[src/rtl/esdes_decrypt_iter.sv]
// Iterative ESDES decryptor. It recovers the 8-bit nonce from an ESDES ciphertext and the
// 10-bit key.
// The block computes one Feistel round per clock and shares a single round-function
// instance between the rounds.
// Handshake: valid/ready on input, valid/ready on output, one word in flight at a time.
// Optional build macro: ESDES_DEC_SELFCHECK_EN. It adds a CHK state that re-encrypts the
// recovered nonce and flags a mismatch against the latched ciphertext on chk_err.
module esdes_decrypt_iter (
  input  logic       clk,
  input  logic       rst_n,
  input  logic       in_valid,
  output logic       in_ready,
  input  logic [7:0] ct,
  input  logic [9:0] key,
  output logic       out_valid,
  input  logic       out_ready,
  output logic [7:0] pt,
`ifdef ESDES_DEC_SELFCHECK_EN
  output logic       chk_err,
`endif
  output logic       busy
);

  // ---------------------------------------------------------------------------
  // Cipher primitives
  // ---------------------------------------------------------------------------

  function automatic logic [7:0] p8(input logic [7:0] v);
    return {v[6], v[2], v[5], v[7], v[4], v[0], v[3], v[1]};
  endfunction

  function automatic logic [7:0] q8(input logic [7:0] v);
    return {v[4], v[7], v[5], v[3], v[1], v[6], v[0], v[2]};
  endfunction

  function automatic logic [7:0] subkey1(input logic [9:0] ki);
    return {ki[9], ki[3], ki[1], ki[6], ki[2], ki[7], ki[0], ki[4]};
  endfunction

  function automatic logic [7:0] subkey2(input logic [9:0] ki);
    return {ki[2], ki[7], ki[4], ki[5], ki[0], ki[8], ki[1], ki[9]};
  endfunction

  function automatic logic [1:0] sbox0(input logic [3:0] idx);
    logic [1:0] r;
    case (idx)
      4'd0:  r = 2'd1;
      4'd1:  r = 2'd3;
      4'd2:  r = 2'd0;
      4'd3:  r = 2'd2;
      4'd4:  r = 2'd3;
      4'd5:  r = 2'd1;
      4'd6:  r = 2'd2;
      4'd7:  r = 2'd0;
      4'd8:  r = 2'd0;
      4'd9:  r = 2'd3;
      4'd10: r = 2'd2;
      4'd11: r = 2'd1;
      4'd12: r = 2'd1;
      4'd13: r = 2'd3;
      4'd14: r = 2'd3;
      default: r = 2'd2;
    endcase
    return r;
  endfunction

  function automatic logic [1:0] sbox1(input logic [3:0] idx);
    logic [1:0] r;
    case (idx)
      4'd0:  r = 2'd0;
      4'd1:  r = 2'd2;
      4'd2:  r = 2'd1;
      4'd3:  r = 2'd0;
      4'd4:  r = 2'd2;
      4'd5:  r = 2'd1;
      4'd6:  r = 2'd3;
      4'd7:  r = 2'd3;
      4'd8:  r = 2'd3;
      4'd9:  r = 2'd2;
      4'd10: r = 2'd0;
      4'd11: r = 2'd1;
      4'd12: r = 2'd1;
      4'd13: r = 2'd0;
      4'd14: r = 2'd0;
      default: r = 2'd3;
    endcase
    return r;
  endfunction

  function automatic logic [3:0] f_round(input logic [3:0] x, input logic [7:0] k);
    logic [7:0] e;
    logic [3:0] a;
    e = {x[0], x[3], x[2], x[1], x[2], x[1], x[0], x[3]} ^ k;
    a = {sbox0(e[7:4]), sbox1(e[3:0])};
    return {a[2], a[0], a[1], a[3]};
  endfunction

  // ---------------------------------------------------------------------------
  // State
  // ---------------------------------------------------------------------------

`ifdef ESDES_DEC_SELFCHECK_EN
  typedef enum logic [2:0] {StIdle, StR1, StR2, StChk, StDone} state_e;
`else
  typedef enum logic [1:0] {StIdle, StR1, StR2, StDone} state_e;
`endif

  state_e     state_q, state_d;
  logic [7:0] f_q;   // P8(~ct): {H, L1}
  // The two subkeys together cover every key bit, so they are the latched copy of the key.
  logic [7:0] k1_q;
  logic [7:0] k2_q;
  logic [3:0] r_q;
  logic [7:0] pt_q;

  logic [3:0] round_x;
  logic [7:0] round_k;
  logic [3:0] round_f;
  logic [9:0] key_inv;

`ifdef ESDES_DEC_SELFCHECK_EN
  logic [7:0] ct_q;
  logic [3:0] chk_l1_q;
  logic       chk_phase_q;
  logic       chk_err_q;
  logic [7:0] chk_lr;  // P8(~pt): {L, R} as seen by the re-encryption
`endif

  assign key_inv = ~key;

`ifdef ESDES_DEC_SELFCHECK_EN
  assign chk_lr  = p8(~pt_q);
  assign chk_err = chk_err_q;
`endif

  // Route the operands of the current round into the shared round function.
  always_comb begin
    round_x = 4'h0;
    round_k = 8'h00;
    unique case (state_q)
      StR1: begin
        round_x = f_q[3:0];
        round_k = k2_q;
      end
      StR2: begin
        round_x = r_q;
        round_k = k1_q;
      end
`ifdef ESDES_DEC_SELFCHECK_EN
      StChk: begin
        round_x = chk_phase_q ? chk_l1_q : chk_lr[3:0];
        round_k = chk_phase_q ? k2_q : k1_q;
      end
`endif
      default: begin
        round_x = 4'h0;
        round_k = 8'h00;
      end
    endcase
    round_f = f_round(round_x, round_k);
  end

  // State register.
  always_ff @(posedge clk or negedge rst_n) begin
    if (!rst_n) begin
      state_q <= StIdle;
    end else begin
      state_q <= state_d;
    end
  end

  // Next-state and handshake outputs.
  always_comb begin
    state_d   = state_q;
    in_ready  = 1'b0;
    out_valid = 1'b0;
    busy      = 1'b1;
    unique case (state_q)
      StIdle: begin
        in_ready = 1'b1;
        busy     = 1'b0;
        if (in_valid) begin
          state_d = StR1;
        end
      end
      StR1: state_d = StR2;
`ifdef ESDES_DEC_SELFCHECK_EN
      StR2: state_d = StChk;
      StChk: begin
        if (chk_phase_q) begin
          state_d = StDone;
        end
      end
`else
      StR2: state_d = StDone;
`endif
      StDone: begin
        out_valid = 1'b1;
        if (out_ready) begin
          state_d = StIdle;
        end
      end
      default: state_d = StIdle;
    endcase
  end

  // Datapath registers: operands on accept, one round result per state.
  always_ff @(posedge clk or negedge rst_n) begin
    if (!rst_n) begin
      f_q         <= 8'h00;
      k1_q        <= 8'h00;
      k2_q        <= 8'h00;
      r_q         <= 4'h0;
      pt_q        <= 8'h00;
`ifdef ESDES_DEC_SELFCHECK_EN
      ct_q        <= 8'h00;
      chk_l1_q    <= 4'h0;
      chk_phase_q <= 1'b0;
      chk_err_q   <= 1'b0;
`endif
    end else begin
      unique case (state_q)
        StIdle: begin
          if (in_valid) begin
            f_q         <= p8(~ct);
            k1_q        <= subkey1(key_inv);
            k2_q        <= subkey2(key_inv);
`ifdef ESDES_DEC_SELFCHECK_EN
            ct_q        <= ct;
            chk_phase_q <= 1'b0;
            chk_err_q   <= 1'b0;
`endif
          end
        end
        // Round A: R = H ^ F(L1, K2)
        StR1: r_q <= f_q[7:4] ^ round_f;
        // Round B: L = L1 ^ F(R, K1), then undo the input permutation
        StR2: pt_q <= ~q8({f_q[3:0] ^ round_f, r_q});
`ifdef ESDES_DEC_SELFCHECK_EN
        // Re-encrypt: L1' = L ^ F(R, K1), then H' = R ^ F(L1', K2)
        StChk: begin
          if (!chk_phase_q) begin
            chk_l1_q    <= chk_lr[7:4] ^ round_f;
            chk_phase_q <= 1'b1;
          end else begin
            chk_err_q   <= (~q8({chk_lr[3:0] ^ round_f, chk_l1_q})) != ct_q;
            chk_phase_q <= 1'b0;
          end
        end
`endif
        default: ;
      endcase
    end
  end

  assign pt = pt_q;

endmodule

[config.mk]
export PLATFORM = sky130hd
export DESIGN_NAME = esdes_decrypt_iter
export DESIGN_NICKNAME = d
export VERILOG_FILES = /design/src/rtl/esdes_decrypt_iter.sv
export SDC_FILE = /design/constraint.sdc
export NUM_CORES = 1
export LEC_CHECK = 0
export ABC_AREA = 1
export CORE_MARGIN = 2
export CORE_UTILIZATION = 53
export DETAILED_ROUTE_END_ITERATION = 8
export PLACE_DENSITY = 0.79
export SYNTH_ARGS = -nofsm -noshare
export SYNTH_HDL_FRONTEND = slang
export SYNTH_SLANG_ARGS = --single-unit
[constraint.sdc]
create_clock -name clk -period 2.9 [get_ports clk]
set_input_delay 0.87 -clock clk [delete_from_list [all_inputs] [get_ports clk]]
set_output_delay 0.87 -clock clk [all_outputs]
set_load 0.05 [all_outputs]
; ---- After elaboration in Yosys (flattened, before gate mapping)
; Memories as Yosys holds them, arrays and structs flattened.
; Index checks and enable logic that the tools add are counted.
[word_totals]
register_bits = 38
rom_bits = 64
in_bits = 22
output_inout_bits = 11
wordCells = 30
mem_count = 2
[memory_table]
columns = name, words, word_bits, rd, rd_ports_with_merged_regs, write_ports, line
row1 = (no name shown), 16, 2, 1, 0, 0, 46  ; case (idx)
row2 = (no name shown), 16, 2, 1, 0, 0, 69  ; case (idx)
[classes]
n_eq_ne = 5
muxes = 8
bitwise = 6
n_reduce_logical = 3
[op_table]
columns = cell, n
row1 = NOT 8 bit, 2
row2 = one-hot mux 8 bit (2 select lines), 1
row3 = NOT 10 bit, 1
row4 = one-hot mux 2 bit (4 select lines), 1
row5 = one-hot mux 4 bit (2 select lines), 1
row6 = bitwise XOR 4 bit, 2
row7 = bitwise XOR 8 bit, 1
row8 = "equality test 2 bit, second input constant", 2
row9 = two-way mux 2 bit, 2
row10 = "inequality test 2 bit, second input constant", 2
row11 = AND reduction 2 bit, 2
row12 = two-way mux 1 bit, 3
row13 = "equality test 2 x 1 -> 1 bit, second input constant", 1
row14 = logical NOT 2 bit, 1

; ---- Longest topological paths before layout
; Gate-level depths: netlist (run 1).
; An unclocked memory read counts as a cell.
[depth]
depth_word = 6
depth_mapped = 19
mapped_depth_nobuf = 17

; ---- Worst setup path after synthesis (run 1)
; No wires, ideal clock.
[synth_path]
kind = flip-flop to output port
from = register state_q[0]
to = output busy
arrival_time_ns = 1.354
required_ns = 2.030
setup_slack_ns = 0.676
path_stages_with_launch = 4
path_buffers = 0
path_cell_list = dfrtp_1 > inv_1 > ha_1 > inv_1
[synth_via]
elab_chain_len = 2
[synth_lines]
columns = element, line
row1 = "start, declared", 108  ; state_e state_q, state_d;
row2 = "start signal, assigned", 166  ; state_q <= StIdle;
row3 = "start signal, assigned", 168  ; state_q <= state_d;
row4 = logical NOT 2 bit, 178  ; unique case (state_q)
row5 = two-way mux 1 bit, 178
row6 = "end, declared", 21  ; output logic busy
; No other way between the ends.

; ---- Worst setup path after layout (run 1)
; Ends and elaborated chain as after synthesis.

==> impl_results.md, run 1 <==
* Status: complete, no violations
* CP Data Required Time at between 2 and 2.5 ns
* CTS Hold Buffers Added at 0
* Port Buffers at 32
* Pin count of the biggest net entering global routing at 37
* RSZ-0062 raised after global routing: no
* Crit-path cells: inv_1 > ha_1 > inv_1 > clkdlybuf4s50_1
* Synth Area in Compound Gates at 0.0675
* Pleak at 1.23 nW
* Max-cap violations at 0
* Fin area at 2470 um^2
* Fin Hold WS at ~0.47 ns
* Full die area at 4320 um^2
* DRT iter0 DRCs at 75
* DR pass1 iterations at 4
* Simple-gate portion of the synthesized area at 0.404
* Sw Ratio at 0.513
* Syn Nets at 295
* Power share of the combinational group at 0.644
* CTS tree: built
* Peak Freq at 365 MHz
* Post-synthesis adder-cell area fraction at 0.0558
* Xor-xnor portion of the synthesized cell area at 0.00805
* Crit Path Max Fanout at 4
* Clock skew at 0.00571 ns
* Area leader, netlist: dfrtp_1
* Number of setup buffers added after CTS at 0
* Core Box Area at ~3700 um^2
* Setup TNS at 0 ns
* Via/cell ratio at 5.12
* Core Rows at 22
* Yosys cell types at 24
* Tightest Hold Check Type: flop to flop
* Via count at 1776
* CP Capture Type: output pin
* Synth Instances at 264
* H-tree depth at 2
* Int Pwr at 1.62 mW
* Crit share post-route at 0.945
* Final Max Slew Viols at 0
* Wire per inst at 11.8 um
* Register area share after synthesis at 0.397
* Worst-case vdd ir drop at 636 uV
* Vias in the first global route at 1636
* Starting density of the core at 0.552
* Most frequent cells in the layout: 96 x nand2_1, 32 x dfrtp_1, 32 x clkdlybuf4s50_1, 31 x nand3_1, 26 x nand2_2
* GR Overflow Total at 0
* # IOs at 33
* Post-CTS sizing at 0
* Area grow syn2layout at 22.2%
* CP Launch Type: flop
* Final setup fails at 0
* Synth top area cells: dfrtp_1 40%, nand2_1 18%, nand2_2 8.1%
* Slew @ Worst Pin at between 0.5 and 0.6 ns
* Total GRT Usage at 0.221
* Final Hold Viols at 0
* Netlist Area Pre-Place at 2020 um^2
* Layout cells sized above 1 at 0.161
* CTS root buf: clkbuf_8
* Pwr/cell area at 1350 nW/um^2
* Net count, final at between 300 and 400
* Arrival time worst endpoint at 1.87 ns
* Gpl congestion at 0.906
* Relative slew margins at 0.623
* Worst skew pair latency at 0.29 ns
* Largest family of logic cells by synthesized area: simple AND/OR/NAND/NOR gates
* CP most frequent cell: inv_1
* Yosys reg bits at 32
* Share of total power in sequential cells at 0.246
* First-pass GRT wire length at 7180 um
* Clk buf depth at 2
* Hpwl dp at 3220 um
* Routed Antenna Nets at 0
* Die Span Y at 65.7 um
* Critical path type: flop to output pin
* Clock power frac at 0.109
* Tot Pwr at 3.33 mW
* Clk pin slew, worst setup/hold paths at 0.06 ns
* Placement-stage cell area at between 2000 and 2500 um^2
* Die width at between 60 and 70 um
* Slowest stage cell, crit path: clkdlybuf4s50_1
* WL final at 4090 um
* Net Sw Power at 1.71 mW
* Most common cell after layout, fill and taps aside: nand2_1
* Sink Count at 32
* Worst path max stage delay at between 0.7 and 0.8 ns
* Antenna cells at 0
* Drt drc at 0
* Min Clock Period, post-route at 2.74 ns
* Synthesized area per cell at approximately 7.6 um^2
* Initial antenna violation count at 0
* Share of the synthesized area in the top cell type at 0.397
* Synth Warn # at 0
* Num CTS Buffers at 5
* Post-synthesis mux area share at 0
-- synthesized netlist by cell type (all sizes together) --
library cell / count
nand2: 127
nand3: 34
dfrtp: 32
inv: 19
o21ai: 18
ha: 9
buf: 6
nand3b: 4
o21a: 4
clkbuf: 3
a21oi: 2
nand4: 1
nor2: 1
nor3: 1
o22ai: 1
or2: 1
xor2: 1
-- path summary, 6_finish.rpt --
check | to | slack, ns | start | cells past startpoint
max reg2reg | pt[7] | 0.44 | state_q[1] | 15
max | busy | 0.16 | state_q[0] | 4
min | pt[3] | 0.47 | pt[3] | 1
min reg2reg | pt[3] | 0.47 | pt[3] | 1
max in group asynchronous | r_q[1] | 1.63 | rst_n | 2
min in group asynchronous | k2_q[4] | 0.98 | rst_n | 2
-- layout make-up --
type,count,area [um^2]
fill,308,1190
multi-input combinational,204,1080
sequential,32,801
timing repair buffer,37,358
clock buffer,7,96.3
inverter,19,71.3
tap,48,60.1
-- stage by stage --
step                      setup WS (ns)  std cells   util
after floorplan                   0.676        264      -
after global placement            0.499        340  0.648
after detailed placement          0.460        340  0.648
after CTS                         0.150        347  0.674
after global routing             0.0815        347  0.674
final                             0.159        347  0.674
-- worst max-delay path, delay by kind of cell (launching register included) --
kind	cells	cell delay [ns]
flip-flops	1	0.38
buffers and inverters	3	0.97
adder cells (fa/ha/maj)	1	0.24
-- power groups by stage --
stage	Combinational, mW	Clock [mW]	Sequential [mW]
global placement	2.08	0	0.822
floorplan	1.54	0	0.965
CTS	2.16	0.372	0.820
detailed placement	2.14	0	0.827
global route	2.42	0.389	0.849
finish	2.14	0.364	0.820
-- registers in the layout (all words and copies together), names as in the netlist --
signal	flops
f_q	8
k1_q	7
k2_q	3
pt	8
r_q	4
state_q	2
-- routing by layer --
layer / part of all wire / GRT usage / routed length, um
met2: 0.49 / 0.360 / 1990
met5: 0 / 0 / 0
met4: 0.028 / 0.0964 / 115
met1: 0.44 / 0.285 / 1820
met3: 0.040 / 0.0411 / 162
-- logic make-up after synthesis --
kind of cell | count (synthesis)
xor+xnor | 1
simple gates | 169
flops | 32
fa+ha+maj | 9
buf+inv | 28
compound gates | 25
No activity file was read; power rests on OpenSTA's default activity.
==> run 2: changes to the inputs <==
--- a/config.mk
+++ b/config.mk
@@ -7,9 +7,11 @@
 export LEC_CHECK = 0
 export ABC_AREA = 1
 export CORE_MARGIN = 2
-export CORE_UTILIZATION = 53
+export CORE_UTILIZATION = 60
+export CTS_CLUSTER_DIAMETER = 120
 export DETAILED_ROUTE_END_ITERATION = 8
-export PLACE_DENSITY = 0.79
+export DONT_BUFFER_PORTS = 1
+export PLACE_DENSITY = 0.76
 export SYNTH_ARGS = -nofsm -noshare
 export SYNTH_HDL_FRONTEND = slang
 export SYNTH_SLANG_ARGS = --single-unit
==> run 2 against run 1 <==
Sequential share of layout area up 5.5 points. Routed wire length shrank 7.3%. Critical path depth is 11 higher. Largest cell class unchanged. Final cell count is 9.5% lower. Maximum frequency rose by 12%. Die area decreased by 11%. Hold slack worse by 0.27 ns. Critical endpoint is now pt[7].
==> impl_results.md, run 2 (synthesis gave the netlist of run 1 again) <==
* CP Data Required Time at 3.14 ns
* Final cell count without fillers at 314
* CTS Hold Buffers Added at 0
* Area grow syn2layout at 4.52%
* First-pass GRT wire length at 6350 um
* Status: complete, no violations
* Arrival time worst endpoint at 2.69 ns
* Antenna cells at 0
* Slew @ Worst Pin at slightly below 0.9 ns
* Peak Freq at 409 MHz
* Crit Path Max Fanout at 9
* Num CTS Buffers at 5
* Die Span Y at 62.0 um
* Worst skew pair latency at 0.34 ns
* Drt drc at 0
* WL final at about 3800 um
* Via count at 1608
* DR pass1 iterations at 4
* Most common cell after layout, fill and taps aside: nand2_1
* Initial antenna violation count at 0
* Number of setup buffers added after CTS at 0
* R2R depth at 15
* Most frequent cells in the layout: 96 x nand2_1, 32 x dfrtp_1, 31 x nand3_1, 26 x nand2_2
* Min Clock Period, post-route at ~2.4 ns
* Critical path type: flop to flop
* Placed Cells at 306
* Setup ws final at 0.453 ns
* Relative slew margins at 0.402
* Core Util, Final at 0.643
* Net count, final at about 300
* Post-CTS sizing at 0
* RSZ-0062 raised after global routing: no
* Wire per inst at 12.1 um
* Worst path max stage delay at between 0.4 and 0.5 ns
* CP Launch Type: flop
* Via/cell ratio at 5.12
* Die width at between 60 and 70 um
* H-tree depth at 2
* Vias in the first global route at 1424
* Final Hold Viols at 0
* Clk buf depth at 2
* # IOs at 33
* CTS tree: built
* Core Box Area at 3280 um^2
* Total GRT Usage at 0.230
* Routed Antenna Nets at 0
* R2R Path End: pt[7]
* Clock skew at 0.0103 ns
* Port Buffers at 0
* GR Overflow Total at 0
* Setup TNS at 0 ns
* Hpwl dp at between 2000 and 3000 um
* DP Worst Slack at approximately 0.46 ns
* Starting density of the core at 0.615
* Layout cells sized above 1 at 0.179
* R2R setup slack at 0.45 ns
* Full die area at 3850 um^2
* Final Max Slew Viols at 0
* Reg2reg start: state_q[0]
* CP Capture Type: flop
* Slowest stage cell, crit path: dfrtp_1
* Final setup fails at 0
* DRT iter0 DRCs at 91
* Pin count of the biggest net entering global routing at 37
* Max-cap violations at 0
* Crit-path cells: inv_1 > ha_1 > buf_4 > nand2_4 > nand2_4 > nand2_4 > xor2_2 > inv_1 > ha_1 > nand3_1 > nand2_1 > nand2_1 > nand3_1 > nand3_1 > nand2_1
* Gpl congestion at 0.866
* Tightest Hold Check Type: input pin to async pin
* CTS root buf: clkbuf_4
* Clk pin slew, worst setup/hold paths at 0.11 ns
* Crit share post-route at 0.844
* Sink Count at 32
* Number of fill cells in the layout at 305
* Core Rows at 21
run 2: cell types whose count changed in the layout (fill, tap and decap cells not counted):
cell / change
clkbuf_8: -6
clkbuf_1: +1
clkdlybuf4s50_1: -32
clkinvlp_4: +1
clkbuf_4: +5
run 2: per-stage QoR:
step                area, um^2  hold WS (ns)
detailed placement        2050         0.474
finish                    2110         0.209
floorplan                 2020         0.449
global route              2110         0.189
CTS                       2110         0.203
global placement          2050         0.467
run 2: critical path, delay by kind of cell (launching register included):
family,cells,cell delay [ns]
buffers and inverters,3,0.41
flip-flops,1,0.41
XOR/XNOR,1,0.21
adder cells (fa/ha/maj),2,0.68
AND/OR/NAND/NOR,9,0.63
run 2: how the worst max path moves through the flow:
stage | from | slack (ns) | cells past startpoint | end
after floorplan | state_q[0] | 0.68 | 3 | busy
after global placement | state_q[1] | 0.53 | 14 | pt[6]
after detailed placement | state_q[0] | 0.46 | 15 | pt[7]
after CTS | state_q[0] | 0.45 | 15 | pt[7]
after global routing | state_q[1] | 0.22 | 11 | pt[2]
final | state_q[0] | 0.45 | 15 | pt[7]
run 2: routing by layer:
layer | routed length, um | track usage | vias up
li1 | - | - | 847
met1 | 1880 | 0.339 | 724
met2 | 1680 | 0.339 | 31
met3 | 195 | 0.0621 | 6
met4 | 46 | 0.0547 | 0
met5 | 0 | 0 | -
run 2: layout make-up:
| cell class | instances | area, um^2 | area share |
|---|---|---|---|
| clock buffers | 7 | 55.1 | 0.0261 |
| well taps | 46 | 57.6 | 0.0273 |
| inverters | 19 | 71.3 | 0.0338 |
| multi-input cells | 204 | 1080 | 0.512 |
| repair buffers | 5 | 37.5 | 0.0178 |
| clock inverters | 1 | 7.51 | 0.00356 |
| flip-flops and latches | 32 | 801 | 0.379 |
Power of run 2 is not shown: default switching activity piles up to over one toggle a cycle in this logic, so the estimate is an artifact.
==> run 3: changes to the inputs <==
==> constraint.sdc (replaced) <==
create_clock -name clk -period 2.55 [get_ports clk]
set_input_delay 0.765 -clock clk [delete_from_list [all_inputs] [get_ports clk]]
set_output_delay 0.765 -clock clk [all_outputs]
set_load 0.05 [all_outputs]
==> run 3 against run 2 <==
Hold slack got worse by 0.11 ns. Die area did not move. Routed wire length rose by 9.1%. Largest cell class unchanged.
==> impl_results.md, run 3 (synthesis gave the netlist of run 1 again) <==
* Status: complete, no violations
* Crit Path Max Fanout at 22
* CP Data Required Time at 2.79 ns
* Layout cells sized above 1 at 0.190
* CTS Hold Buffers Added at 0
* Multi-input gate area at ~1100 um^2
* Num CTS Buffers at 5
* Starting density of the core at 0.615
* Tightest Hold Check Type: input pin to async pin
* Initial antenna violation count at 0
* Area grow syn2layout at 5.58%
* Min Clock Period, post-route at 2.33 ns
* Clock skew at ~0.012 ns
* Top delay family on crit path: simple AND/OR/NAND/NOR gates
* WL final at 4140 um
* RSZ-0062 raised after global routing: no
* Worst path max stage delay at ~0.42 ns
* Final Hold Viols at 0
* Port Buffers at 0
* # IOs at 33
* Relative slew margins at 0.643
* Routed Antenna Nets at 0
* Core Box Area at 3280 um^2
* Setup TNS at 0 ns
* DRT iter0 DRCs at 79
* CTS tree: built
* Via count at ~1700
* Hpwl dp at 3120 um
* Clk buf depth at 2
* Worst skew pair latency at 0.34 ns
* Vias in the first global route at 1460
* Via/cell ratio at 5.25
* DR pass1 iterations at 4
* Number of fill cells in the layout at 314
* CP bufs+invs at 2
* First-pass GRT wire length at 6650 um
* Most common cell after layout, fill and taps aside: nand2_1
* Crit share post-route at 0.913
* Arrival time worst endpoint at between 2 and 3 ns
* Slew @ Worst Pin at between 0.5 and 0.6 ns
* Final setup fails at 0
* GR Overflow Total at 0
* Antenna cells at 0
* CP most frequent cell: nand2_1
* Peak Freq at 430 MHz
* Die width at 62.0 um
* Sink Count at 32
* Drt drc at 0
* CP Capture Type: flop
* Final Max Slew Viols at 0
* Crit-path cells: inv_1 > ha_1 > buf_12 > nand2_1 > nand2_1 > nand2_1 > nand2_1 > nand2_2 > ha_1 > nand3_1 > nand2_1 > nand2_1 > nand3_1 > nand3_1 > nand2_1
* H-tree depth at 2
* Wire per inst at 13.1 um
* Flip-flop and latch area at 801 um^2
* Gpl congestion at about 0.92
* Total GRT Usage at 0.244
* Clk pin slew, worst setup/hold paths at 0.11 ns
* Net count, final at 299
* Full die area at 3850 um^2
* Slowest stage cell, crit path: dfrtp_1
* Post-CTS sizing at 0
* Core Rows at 21
* Max-cap violations at 0
* Pin count of the biggest net entering global routing at 37
* CP Launch Type: flop
* Number of setup buffers added after CTS at 0
* Most frequent cells in the layout: 96 x nand2_1, 32 x dfrtp_1, 31 x nand3_1, 26 x nand2_2
* Critical path type: flop to flop
* Die Span Y at around 62 um
* CTS root buf: clkbuf_4
-- run 3: cell types whose count changed in the layout (fill, tap and decap cells not counted), sizes merged --
cell and change:
clkinvlp +1, clkinv +1, buf +1, clkbuf -2
-- run 3: area by class of cell --
class / instances / share of cell area
inverters: 19 / 0.0335
multi-input cells: 204 / 0.508
well taps: 46 / 0.0270
repair buffers: 6 / 0.0270
flip-flops and latches: 32 / 0.376
clock buffers: 5 / 0.0176
clock inverters: 3 / 0.0112
-- run 3: final timing paths --
| path | startpoint | to | slack, ns | cells past startpoint |
|---|---|---|---|---|
| worst max-delay path | state_q[0] | pt[7] | 0.22 | 15 |
| worst min register to register | r_q[1] | r_q[1] | 0.50 | 2 |
| worst max register to register | state_q[0] | pt[7] | 0.22 | 15 |
| min in group clk | r_q[1] | r_q[1] | 0.50 | 2 |
| max in group asynchronous | rst_n | f_q[6] | 2.36 | 0 |
| worst min-delay path | rst_n | k1_q[2] | 0.1 | 0 |
-- run 3: layer usage --
layer,global-route usage,part of all wire
met2,0.356,0.45
met4,0.100,0.022
met1,0.354,0.49
met5,0,0
met3,0.0518,0.037
-- run 3: stage by stage --
step,setup slack (ns),utilization,std cells,hold slack [ns],cell area (um^2)
after floorplan,0.431,-,264,0.449,2020
after global placement,0.298,0.630,307,0.470,2070
after detailed placement,0.236,0.630,307,0.468,2070
after CTS,0.211,0.648,315,0.0886,2130
after global routing,0.0273,0.649,315,0.0701,2130
final,0.223,0.649,315,0.0984,2130
Power of run 3 is left out for the same reason.
